$ cat src/rtl/row_allocator.sv
// ---------------------------------------------------------------------------
// row_allocator
//
// Purpose:
//   Downstream stage of the row finder. It accepts one program width and up
//   to three candidate row IDs, and checks the candidates in priority order
//   (one per cycle) against per-row occupancy. The first row with enough
//   free columns is committed. The block returns the granted row and its
//   start column. It keeps the running fill level of every placement row.
//
// Ports:
//   clk        in   1  clock, all state changes on posedge
//   rst_n      in   1  asynchronous, active-low reset
//   req_valid  in   1  request present
//   req_ready  out  1  block can accept a request (IDLE and no clr)
//   width_in   in   5  program width in columns
//   str_id_1   in   4  candidate row, highest priority (0 = none)
//   str_id_2   in   4  candidate row, second priority (0 = none)
//   str_id_3   in   4  candidate row, third priority (0 = none)
//   out_valid  out  1  result present, held until out_ready
//   out_ready  in   1  consumer accepts result
//   out_ok     out  1  1 = placed, 0 = no candidate fits
//   out_row    out  4  granted row ID (0 when out_ok=0)
//   out_col    out  5  start column in granted row (0 when out_ok=0)
//   clr        in   1  synchronous clear of all row occupancy
//   fail_cnt   out  8  saturating count of failed requests
//
// Configuration macro:
//   ROW_ALLOC_STATS_EN  when defined, fail_cnt counts failed requests
//                       (saturating at 255, cleared by rst_n only).
//                       When undefined, fail_cnt is tied to 0.
// ---------------------------------------------------------------------------
module row_allocator #(
  parameter int NUM_ROWS  = 13,
  parameter int ROW_WIDTH = 16
) (
  input  logic       clk,
  input  logic       rst_n,
  input  logic       req_valid,
  output logic       req_ready,
  input  logic [4:0] width_in,
  input  logic [3:0] str_id_1,
  input  logic [3:0] str_id_2,
  input  logic [3:0] str_id_3,
  output logic       out_valid,
  input  logic       out_ready,
  output logic       out_ok,
  output logic [3:0] out_row,
  output logic [4:0] out_col,
  input  logic       clr,
  output logic [7:0] fail_cnt
);

  localparam logic [3:0] MAX_ID = 4'(NUM_ROWS);
  localparam logic [5:0] ROW_W6 = 6'(ROW_WIDTH);

  typedef enum logic [1:0] {
    IDLE = 2'd0,
    CHK  = 2'd1,
    RESP = 2'd2
  } state_t;

  state_t state_reg, state_next;

  logic [4:0] width_reg;
  logic [3:0] cand1_reg, cand2_reg, cand3_reg;
  logic [1:0] idx_reg;
  logic       out_ok_reg;
  logic [3:0] out_row_reg;
  logic [4:0] out_col_reg;

  // Occupancy (next free column) of each placement row.
  logic [4:0] used_reg [1:NUM_ROWS];
  logic [NUM_ROWS:1][4:0] used_next;

  logic [3:0] cand_id;
  logic [4:0] used_sel;
  logic [5:0] sum;
  logic       fit;
  logic       accept;
  logic       commit;
  logic       last_cand;

  assign req_ready = (state_reg == IDLE) && !clr;
  assign out_valid = (state_reg == RESP);
  assign accept    = req_valid && req_ready;
  assign last_cand = (idx_reg == 2'd2);
  assign commit    = (state_reg == CHK) && fit;

  assign out_ok  = out_ok_reg;
  assign out_row = out_row_reg;
  assign out_col = out_col_reg;

  // Candidate under evaluation this cycle.
  always_comb begin
    cand_id = cand1_reg;
    case (idx_reg)
      2'd1:    cand_id = cand2_reg;
      2'd2:    cand_id = cand3_reg;
      default: cand_id = cand1_reg;
    endcase
  end

  // Occupancy lookup; out-of-range IDs read as 0 and are rejected by fit.
  always_comb begin
    used_sel = '0;
    for (int r = 1; r <= NUM_ROWS; r++) begin
      if (cand_id == 4'(r)) begin
        used_sel = used_reg[r];
      end
    end
  end

  // The sum is 6 bits wide so a 31-column width on a partly used row
  // cannot wrap around and look like a fit.
  assign sum = {1'b0, used_sel} + {1'b0, width_reg};
  assign fit = (cand_id != 4'd0) && (cand_id <= MAX_ID) &&
               (width_reg != 5'd0) && (sum <= ROW_W6);

  // FSM state register.
  always_ff @(posedge clk or negedge rst_n) begin
    if (!rst_n) begin
      state_reg <= IDLE;
    end else begin
      state_reg <= state_next;
    end
  end

  // FSM next-state logic.
  always_comb begin
    state_next = state_reg;
    case (state_reg)
      IDLE: if (accept) state_next = CHK;
      CHK:  if (fit || last_cand) state_next = RESP;
      RESP: if (out_ready) state_next = IDLE;
      default: state_next = IDLE;
    endcase
  end

  // Request capture, candidate index and result registers.
  always_ff @(posedge clk or negedge rst_n) begin
    if (!rst_n) begin
      width_reg   <= '0;
      cand1_reg   <= '0;
      cand2_reg   <= '0;
      cand3_reg   <= '0;
      idx_reg     <= '0;
      out_ok_reg  <= 1'b0;
      out_row_reg <= '0;
      out_col_reg <= '0;
    end else begin
      case (state_reg)
        IDLE: begin
          if (accept) begin
            width_reg <= width_in;
            cand1_reg <= str_id_1;
            cand2_reg <= str_id_2;
            cand3_reg <= str_id_3;
            idx_reg   <= 2'd0;
          end
        end
        CHK: begin
          if (fit) begin
            out_ok_reg  <= 1'b1;
            out_row_reg <= cand_id;
            out_col_reg <= used_sel;
          end else if (last_cand) begin
            out_ok_reg  <= 1'b0;
            out_row_reg <= '0;
            out_col_reg <= '0;
          end else begin
            idx_reg <= idx_reg + 2'd1;
          end
        end
        default: ;
      endcase
    end
  end

  // Per-row next occupancy. clr has priority over a same-cycle commit; the
  // response still carries the out_col computed before the clear.
  genvar gi;
  generate
    for (gi = 1; gi <= NUM_ROWS; gi++) begin : g_row
      assign used_next[gi] = clr ? 5'd0 :
                             (commit && (cand_id == 4'(gi))) ? sum[4:0] :
                             used_reg[gi];
    end
  endgenerate

  always_ff @(posedge clk or negedge rst_n) begin
    if (!rst_n) begin
      for (int r = 1; r <= NUM_ROWS; r++) begin
        used_reg[r] <= '0;
      end
    end else begin
      for (int r = 1; r <= NUM_ROWS; r++) begin
        used_reg[r] <= used_next[r];
      end
    end
  end

`ifdef ROW_ALLOC_STATS_EN
  logic [7:0] fail_cnt_reg;

  // Counts CHK->RESP transitions that carry out_ok=0; not affected by clr.
  always_ff @(posedge clk or negedge rst_n) begin
    if (!rst_n) begin
      fail_cnt_reg <= '0;
    end else if ((state_reg == CHK) && !fit && last_cand &&
                 (fail_cnt_reg != 8'hFF)) begin
      fail_cnt_reg <= fail_cnt_reg + 8'd1;
    end
  end

  assign fail_cnt = fail_cnt_reg;
`else
  assign fail_cnt = '0;
`endif

endmodule
$ cat config.mk
export PLATFORM = sky130hd
export DESIGN_NAME = row_allocator
export DESIGN_NICKNAME = d
export VERILOG_FILES = /design/src/rtl/row_allocator.sv
export SDC_FILE = /design/constraint.sdc
export NUM_CORES = 1
export LEC_CHECK = 0
export CORE_MARGIN = 3
export CORE_UTILIZATION = 40
export CTS_CLUSTER_DIAMETER = 120
export DETAILED_ROUTE_END_ITERATION = 6
export HOLD_SLACK_MARGIN = 0.06
export PLACE_DENSITY = 0.6
export SLEW_MARGIN = 40
export SYNTH_ARGS = -nofsm -noshare
export SYNTH_HDL_FRONTEND = slang
export SYNTH_SLANG_ARGS = --single-unit
$ cat constraint.sdc
create_clock -name clk -period 8 [get_ports clk]
set_clock_uncertainty 0.2 [all_clocks]
set_input_delay 2.4 -clock clk [delete_from_list [all_inputs] [get_ports clk]]
set_output_delay 2.4 -clock clk [all_outputs]
set_load 0.005 [all_outputs]
; ---- Yosys cells after proc, flatten, opt, wreduce, memory -nomap -nowiden
; Index checks and enable logic that the tools add are counted.
[word_totals]
ff_bits = 96
out_inout_bits = 20
[op_classes]
n_addsub = 2
order_cmp = 2
eq_ne = 22
n_mux = 54
n_reduce_logical = 43
[op_table]
columns = op, count
row1 = $mux W5, 41
row2 = $reduce_bool A2 Y1, 15
row3 = $eq A4 B4 Y1 const B, 6
row4 = $logic_and A1 B1 Y1, 19
row5 = $eq A4 B3 Y1 const B, 4
row6 = $mux W2, 6
row7 = $eq A4 B2 Y1 const B, 2
row8 = $mux W4, 2
row9 = $pmux W4 S2, 1
row10 = $add A5 B5 Y6, 1
row11 = $le A6 B5 Y1 const B, 1
row12 = $ne A2 B2 Y1 const B, 3
row13 = $pmux W2 S3, 1
row14 = $reduce_bool A5 Y1, 1
row15 = $eq A2 B1 Y1 const B, 2
row16 = $eq A2 B2 Y1 const B, 2
row17 = $eq A4 B1 Y1 const B, 1
row18 = $le A4 B4 Y1 const B, 1
row19 = $ne A2 B1 Y1 const B, 2
row20 = $pmux W2 S2, 1
row21 = $reduce_and A2 Y1, 2
row22 = $reduce_and A4 Y1, 1
row23 = $reduce_bool A4 Y1, 1
row24 = $reduce_and A3 Y1, 1
row25 = 5 further kinds, 6

; ---- Longest topological paths before layout
; Gate-level depths: netlist (run 1).
[depth]
depth_word = 23
mapped_depth = 22
depth_no_buf = 17

; ---- Worst setup path before layout (run 1)
; No wires, ideal clock.
[synth_timing]
path_type = input -> output
start = input clr
end = output req_ready
t_arrival_ps = 2681
required_ps = 5400
setup_slack_ps = 2719
path_stages = 1
path_buffers = 0
cell_sequence = nor3_1
[synth_between]
elab_chain_len = 2
[synth_rtl]
columns = item, line_no
row1 = "start, declared", 50  ; input logic clr,
row2 = $logic_not A1 Y1, 84  ; assign req_ready = (state_reg == IDLE) && !clr;
row3 = $logic_and A1 B1 Y1, 84
row4 = "end, declared", 40  ; output logic req_ready,
; Every way passes these cells.

; ---- Final worst setup path (run 1)
[layout_timing]
start = register idx_reg[0]
end = register used_reg[14] (netlist name)
[layout_between]
elab_chain_len = 22
elab_cells_between_ends = 41
cone_classes = add/sub: 1 / order compare: 2 / eq/ne: 15 / mux: 16 / reduce/logical: 7
[layout_rtl]
columns = item, line_no
row1 = "start, declared", 67  ; logic [1:0] idx_reg;
row2 = "start signal, assigned", 172  ; idx_reg <= idx_reg + 2'd1;
row3 = $eq A2 B2 Y1 / $eq A2 B1 Y1 (equally long branches), 97  ; case (idx_reg)
row4 = $pmux W4 S2 (*), 97
row5 = $eq A4 B1 Y1, 108  ; if (cand_id == 4'(r)) begin
row6 = $mux W5 (13 in series), 108
row7 = $add A5 B5 Y6, 116  ; assign sum = {1'b0, used_sel} + {1'b0, width_reg};
row8 = $le A6 B5 Y1, 118  ; (width_reg != 5'd0) && (sum <= ROW_W6);
row9 = $logic_and A1 B1 Y1, 118
row10 = $logic_and A1 B1 Y1, 88  ; assign commit = (state_reg == CHK) && fit;
row11 = $logic_and A1 B1 Y1, 186  ; (commit && (cand_id == 4'(gi))) ? sum[4:0] :
row12 = $reduce_bool A2 Y1 (no source line), n/a
row13 = "end signal, assigned by index", 198  ; used_reg[r] <= used_next[r];
row14 = "end, declared", 73  ; logic [4:0] used_reg [1:NUM_ROWS];
; Mark *: on every way between the ends. The rest lies on a longest branch, timed or not. The select of a mux whose other input is x is not followed.
; A chain may end at the register's enable or synchronous reset.

==> results of run 1 <==
-- cells by family (layout without fill, tap and decap cells) --
kind of cell / after synthesis / count (layout)
compound gates: 115 / 115
xor+xnor: 2 / 2
fa+ha+maj: 8 / 8
buf+inv: 45 / 62
flops: 96 / 96
mux: 52 / 52
other cells: 1 / 8
simple gates: 230 / 230
-- placed cells by master (no fill, tap or decap), types with 3 or more instances in the layout --
master / count
sky130_fd_sc_hd__nand2b_1: 8
sky130_fd_sc_hd__nand3_1: 20
sky130_fd_sc_hd__a221o_1: 5
sky130_fd_sc_hd__conb_1: 8
sky130_fd_sc_hd__buf_4: 7
sky130_fd_sc_hd__a211oi_1: 4
sky130_fd_sc_hd__inv_1: 6
sky130_fd_sc_hd__dfrtp_1: 96
sky130_fd_sc_hd__clkbuf_16: 9
sky130_fd_sc_hd__o211ai_1: 5
sky130_fd_sc_hd__a31oi_1: 3
sky130_fd_sc_hd__and3_1: 4
sky130_fd_sc_hd__a21o_1: 6
sky130_fd_sc_hd__nand4_1: 5
sky130_fd_sc_hd__a21oi_1: 26
sky130_fd_sc_hd__a221oi_1: 4
sky130_fd_sc_hd__nor3_1: 5
sky130_fd_sc_hd__ha_1: 7
sky130_fd_sc_hd__nand3_2: 5
sky130_fd_sc_hd__nor2_1: 63
sky130_fd_sc_hd__nand3b_1: 10
sky130_fd_sc_hd__o21ai_0: 29
sky130_fd_sc_hd__clkdlybuf4s50_1: 31
sky130_fd_sc_hd__or3_1: 4
sky130_fd_sc_hd__o22ai_1: 5
sky130_fd_sc_hd__and2b_1: 3
sky130_fd_sc_hd__and2_1: 3
sky130_fd_sc_hd__nand2_1: 87
sky130_fd_sc_hd__mux2i_1: 52
-- power by group --
part | total (uW) | internal, uW | switching [uW]
clock | 442 | 259 | 183
sequential | 638 | 568 | 69.7
combinational | 1740 | 536 | 1200
-- Yosys cell counts (6+ instances only) --
library cell / instances
sky130_fd_sc_hd__inv_1: 6
sky130_fd_sc_hd__mux2i_1: 52
sky130_fd_sc_hd__a21oi_1: 26
sky130_fd_sc_hd__buf_2: 10
sky130_fd_sc_hd__ha_1: 7
sky130_fd_sc_hd__a21o_1: 6
sky130_fd_sc_hd__clkbuf_1: 14
sky130_fd_sc_hd__nand2_1: 87
sky130_fd_sc_hd__nand2b_1: 8
sky130_fd_sc_hd__o21ai_0: 29
sky130_fd_sc_hd__buf_4: 10
sky130_fd_sc_hd__dfrtp_1: 96
sky130_fd_sc_hd__nand3_1: 20
sky130_fd_sc_hd__nand3b_1: 10
sky130_fd_sc_hd__nor2_1: 63
-- through the flow --
step,cells,util,hold WS [ns]
floorplan,556,-,0.2519
global placement,729,0.4431,0.2660
detailed placement,729,0.4434,0.2673
CTS,745,0.4670,0.2828
global route,745,0.4670,0.3212
finish,745,0.4670,0.2742
-- worst paths after layout --
path                                 to  startpoint
min                              out_ok      out_ok
min reg2reg                      out_ok      out_ok
max reg2reg                used_reg[14]  idx_reg[0]
max in group asynchronous  cand3_reg[2]       rst_n
min in group asynchronous  used_reg[16]       rst_n
max                        used_reg[14]  idx_reg[0]
-- critical path, stage by stage, from the launching register on --
cell                       delay (ns)
sky130_fd_sc_hd__dfrtp_1         0.39
sky130_fd_sc_hd__inv_1           0.06
sky130_fd_sc_hd__ha_1            0.63
sky130_fd_sc_hd__a221oi_1        0.16
sky130_fd_sc_hd__nor2_1          0.60
sky130_fd_sc_hd__nor2_1          0.33
sky130_fd_sc_hd__a22o_1          0.31
sky130_fd_sc_hd__a211oi_1        0.23
sky130_fd_sc_hd__o22ai_1         0.16
sky130_fd_sc_hd__ha_1            0.24
sky130_fd_sc_hd__fa_1            0.71
sky130_fd_sc_hd__or3_1           0.45
sky130_fd_sc_hd__o211ai_1        0.34
sky130_fd_sc_hd__nand4_4         0.39
sky130_fd_sc_hd__nor3_2          0.68
sky130_fd_sc_hd__mux2i_1         0.28
sky130_fd_sc_hd__nor2_1          0.06
-- per-layer routing --
layer | routed length (um) | vias up | global-route usage | share of wire
li1 | - | 1964 | - | -
met1 | 6473 | 2116 | 0.2883 | 0.45
met2 | 6656 | 147 | 0.3220 | 0.46
met3 | 896 | 27 | 0.03414 | 0.062
met4 | 340 | 0 | 0.07720 | 0.024
met5 | 0 | - | 0 | 0
-- layout make-up --
cell class / instances / area, um2
multi-input combinational: 415 / 2621
tap: 172 / 215.2
fill: 1274 / 6782
sequential: 96 / 2402
timing repair buffer: 40 / 379.1
inverter: 6 / 22.52
clock buffer: 13 / 260.3
clock inverter: 3 / 40.04
==> reports/qor.yml, run 1 <==
post_cts.resized_instances: 0
die_height_um: 120.6
worst_hold_path_cell_count: 2
power.static_leakage_uw: 0.002824
report.power.total_uw: 2814
clock_tree.htree_level_count: 3
clk_transition_reported_paths_ns: 0.07
pre_repair_dr_iteration_count: 5
synth-edff-count: 0
synthTopCellsByArea: "sky130_fd_sc_hd__dfrtp_1 (46%), sky130_fd_sc_hd__mux2i_1 (9.9%), sky130_fd_sc_hd__nand2_1 (6.2%), sky130_fd_sc_hd__nor2_1 (4.5%), sky130_fd_sc_hd__o21ai_0 (2.8%)"
worst-slew-pin-transition_ns: 0.8269
grt_setup_unrepaired: "no"
antenna_found_initial: 0
placedInstanceArea_mm2: 0.005640
globalplace.congestion: 0.9135
timing.final.setup_violations: 0
portBuffers: 33
largest_register_ff_count: 65
timing.hold.worst.class: "reg2reg"
grt_pass1_vias: 4184
ioPinCount: 42
synthesized_instance_count: 549
row_count: 41
place_ws_ns: 1.753
finalWirelength_um: 14370
synth_compound_gate_area_share: 0.1577
grt_usage: 0.2060
achievable-frequency_ghz: 0.1574
start_util: 0.4130
synth_mux_area_frac: 0.09907
num-nets-final: 598
yosys.area_share.simple: 0.2127
setup.reg_to_reg.worst_slack_ns: 1.65
yosys.cell_types.count: 64
num_antenna_cells: 0
synth.ff_latch_count: 96
critPathKind: "reg2reg"
grt_first_pass_wirelength_um: 23310
fin_area_mm2: 0.005941
die_area_mm2: 0.01455
post-synth-top-area-fraction: 0.4573
synth_async_sr_flop_share: 1.000
combinational_family_with_the_most_area_after_synthesis: "simple AND/OR/NAND/NOR gates"
cts-hold-fix-buffers: 0
yosys_warnings: 0
place.detailed.hpwl_um: 9851
post_synth_fa_ha_maj_area_fraction: 0.02048
finalSetupTns_ns: 0
seq_area_frac_synth: 0.4573
vdd.ir_drop.worst_v: 0.0002878
timing.critical_path.from_type: "register"
drive_above_1_share: 0.08202
tritoncts: "done"
cts.sinks: 96
avgSynthCellArea_um2: 9.570
clock_tree.root_cell: "sky130_fd_sc_hd__clkbuf_16"
die-width_um: 120.6
cts_buffers: 9
timing.critical_path.fanout_max: 25
synth-xor-area-share: 0.003334
timing.final.crit_period_ns: 6.353
outcome: "finished clean"
cts_max_path_buffers: 2
largest_net_degree_at_the_start_of_global_routing: 81
area.growth.synth_to_final_pct: 13.07
ratio_of_total_power_to_cell_area_mw_per_mm2: 473.8
final_min_period_over_clock_period: 0.7941
worst-endpoint-arrival_ns: 6.37
detail-route-antenna-nets: 0
cap_violations: 0
postLayoutSetupSlackWorst_ns: 1.647
netlist_area_mm2: 0.005254
drc: 0
drt_first_iter_violations: 421
cp_data_required_time_ns: 8.02
final_max_slew_viol_count: 0
avgRoutedWirePerCell_um: 19.28
yosys_most_used_dff: "sky130_fd_sc_hd__dfrtp_1"
endpoint_kind: "register"
via_count: 4254
headroom_to_the_max_slew_limit: 0.4467
ff2ff_path_depth: 16
postCtsSetupRepairBufs: 0
timing.final.hold_violations: 0
vias_per_cell: 5.710
globalRoute.totalOverflow: 0
clock_insertion_delay_worst_skew_ns: 0.36
coreArea_mm2: 0.01272
post-synth-top-area-cell: "sky130_fd_sc_hd__dfrtp_1"
No activity file was read; power rests on OpenSTA's default activity.
==> run 2: changes to the inputs <==
Clock period 8 ns to 6.6 ns, I/O delays scaled along.
==> reports/qor.yml, run 2 (synthesis results as in run 1) <==
outcome: "finished clean"
ratio_of_total_power_to_cell_area_mw_per_mm2: 581.0  # +23%
portBuffers: 33  # unchanged
worst-slew-pin-transition_ns: 0.7719  # -0.05491 ns
postCtsSetupRepairBufs: 0  # unchanged
num_antenna_cells: 0  # unchanged
finalWirelength_um: 14680  # +2.2%
coreArea_mm2: 0.01272  # unchanged
detail-route-antenna-nets: 0  # unchanged
cts-hold-fix-buffers: 0  # unchanged
clock_tree.root_cell: "sky130_fd_sc_hd__clkbuf_16"
die_height_um: 120.6  # unchanged
cp_data_required_time_ns: 6.59  # -1.43 ns
vias_per_cell: 5.687  # -0.40%
power.static_leakage_uw: 0.002863  # +1.4%
clock_insertion_delay_worst_skew_ns: 0.35  # about the same
cts_max_path_buffers: 2  # unchanged
num-nets-final: 609  # +1.8%
drc: 0  # unchanged
avgRoutedWirePerCell_um: 19.44  # +0.84%
largest_register_ff_count: 65  # unchanged
clk_transition_reported_paths_ns: 0.07  # about the same
timing.final.crit_period_ns: 5.898  # -0.4549 ns
drive_above_1_share: 0.09949  # +0.01746
worst-endpoint-arrival_ns: 5.89  # -0.48 ns
drt_first_iter_violations: 469  # +11%
ioPinCount: 42  # unchanged
headroom_to_the_max_slew_limit: 0.4854  # +0.03864
globalplace.congestion: 0.8992  # -1.6%
row_count: 41  # unchanged
grt_first_pass_wirelength_um: 24120  # +3.5%
grt_pass1_vias: 4285  # +2.4%
clock_tree.htree_level_count: 3  # unchanged
cap_violations: 0  # unchanged
finalSetupTns_ns: 0  # unchanged
cts.sinks: 96  # unchanged
timing.critical_path.fanout_max: 17  # -32%
timing.critical_path.from_type: "register"
timing.hold.worst.class: "reg2reg"
tritoncts: "done"
final_max_slew_viol_count: 0  # unchanged
most-common-layout-cells: "sky130_fd_sc_hd__dfrtp_1 (96), sky130_fd_sc_hd__nand2_1 (87), sky130_fd_sc_hd__nor2_1 (63), sky130_fd_sc_hd__mux2i_1 (52), sky130_fd_sc_hd__clkdlybuf4s50_1 (31)"
grt_usage: 0.2134  # +0.007368
final_min_period_over_clock_period: 0.8936  # +0.09951
vdd.ir_drop.worst_v: 0.0003275  # +14%
achievable-frequency_ghz: 0.1696  # +7.7%
timing.final.hold_violations: 0  # unchanged
post_cts.resized_instances: 0  # unchanged
cts_buffers: 9  # unchanged
endpoint_kind: "register"
die_area_mm2: 0.01455  # unchanged
largest_net_degree_at_the_start_of_global_routing: 67  # -17%
area.growth.synth_to_final_pct: 14.15
critPathKind: "reg2reg"
antenna_found_initial: 0  # unchanged
whs_ns: 0.2844  # +0.01020 ns
globalRoute.totalOverflow: 0  # unchanged
start_util: 0.4130  # unchanged
via_count: 4294  # +0.94%
grt_setup_unrepaired: "no"
die-width_um: 120.6  # unchanged
timing.final.setup_violations: 0  # unchanged
most_common_cell_after_layout_fill_and_taps_aside: "sky130_fd_sc_hd__dfrtp_1"
pre_repair_dr_iteration_count: 5  # unchanged
place.detailed.hpwl_um: 10160  # +3.1%
## run 2: power breakdown
group / switching (uW) / total (uW) / internal (uW)
Combinational: 1510 / 2210 / 708
Sequential: 85.6 / 774 / 688
Clock: 223 / 496 / 273
Total: 1810 / 3480 / 1670
## run 2: layout make-up
| class | count | area, um2 |
|---|---|---|
| clock inverter | 3 | 17.52 |
| timing repair buffer | 51 | 461.7 |
| sequential | 96 | 2402 |
| inverter | 6 | 22.52 |
| tap | 172 | 215.2 |
| multi-input combinational | 415 | 2621 |
| clock buffer | 12 | 256.5 |
| fill | 1264 | 6725 |
## run 2: path summary, 6_finish.rpt
check | from | end | slack [ns] | cells after the start
worst max-delay path | idx_reg[0] | used_reg[42] | 0.70 | 17
worst min-delay path | out_ok | out_ok | 0.28 | 2
worst max register to register | idx_reg[0] | used_reg[42] | 0.70 | 17
worst min register to register | out_ok | out_ok | 0.28 | 2
max in group asynchronous | rst_n | width_reg[4] | 3.89 | 2
min in group asynchronous | rst_n | used_reg[24] | 1.38 | 1
## run 2: per-stage QoR
step | power (uW) | instance area (um2) | std cells | setup WS (ns) | utilization
final | 3484 | 5997 | 755 | 0.7024 | 0.4714
after global routing | 3684 | 5997 | 755 | 0.3488 | 0.4714
after CTS | 3461 | 5993 | 755 | 0.7786 | 0.4711
after detailed placement | 2950 | 5719 | 740 | 0.8352 | 0.4495
after global placement | 2933 | 5719 | 740 | 0.9411 | 0.4495
after floorplan | 2251 | 5280 | 556 | 1.828 | -
## run 2: metal layers
| metal | wire length [um] | global-route usage | up-vias |
|---|---|---|---|
| met5 | 0 | 0 | - |
| met4 | 357 | 0.08286 | 0 |
| met3 | 899 | 0.03321 | 25 |
| met2 | 6809 | 0.3294 | 162 |
| met1 | 6614 | 0.3022 | 2118 |
| li1 | - | - | 1989 |
## run 2: critical path: stages, from the launching register on
cell	delay, ns
sky130_fd_sc_hd__dfrtp_1	0.39
sky130_fd_sc_hd__inv_1	0.06
sky130_fd_sc_hd__ha_1	0.51
sky130_fd_sc_hd__a221o_1	0.39
sky130_fd_sc_hd__nand2_1	0.44
sky130_fd_sc_hd__buf_4	0.32
sky130_fd_sc_hd__mux2i_1	0.12
sky130_fd_sc_hd__a2111oi_0	0.48
sky130_fd_sc_hd__a31oi_1	0.13
sky130_fd_sc_hd__a21oi_1	0.33
sky130_fd_sc_hd__fa_1	0.51
sky130_fd_sc_hd__or3_1	0.38
sky130_fd_sc_hd__o211ai_1	0.35
sky130_fd_sc_hd__and4_1	0.41
sky130_fd_sc_hd__buf_4	0.24
sky130_fd_sc_hd__nand3_2	0.19
sky130_fd_sc_hd__nand3b_1	0.17
sky130_fd_sc_hd__o21ai_0	0.11
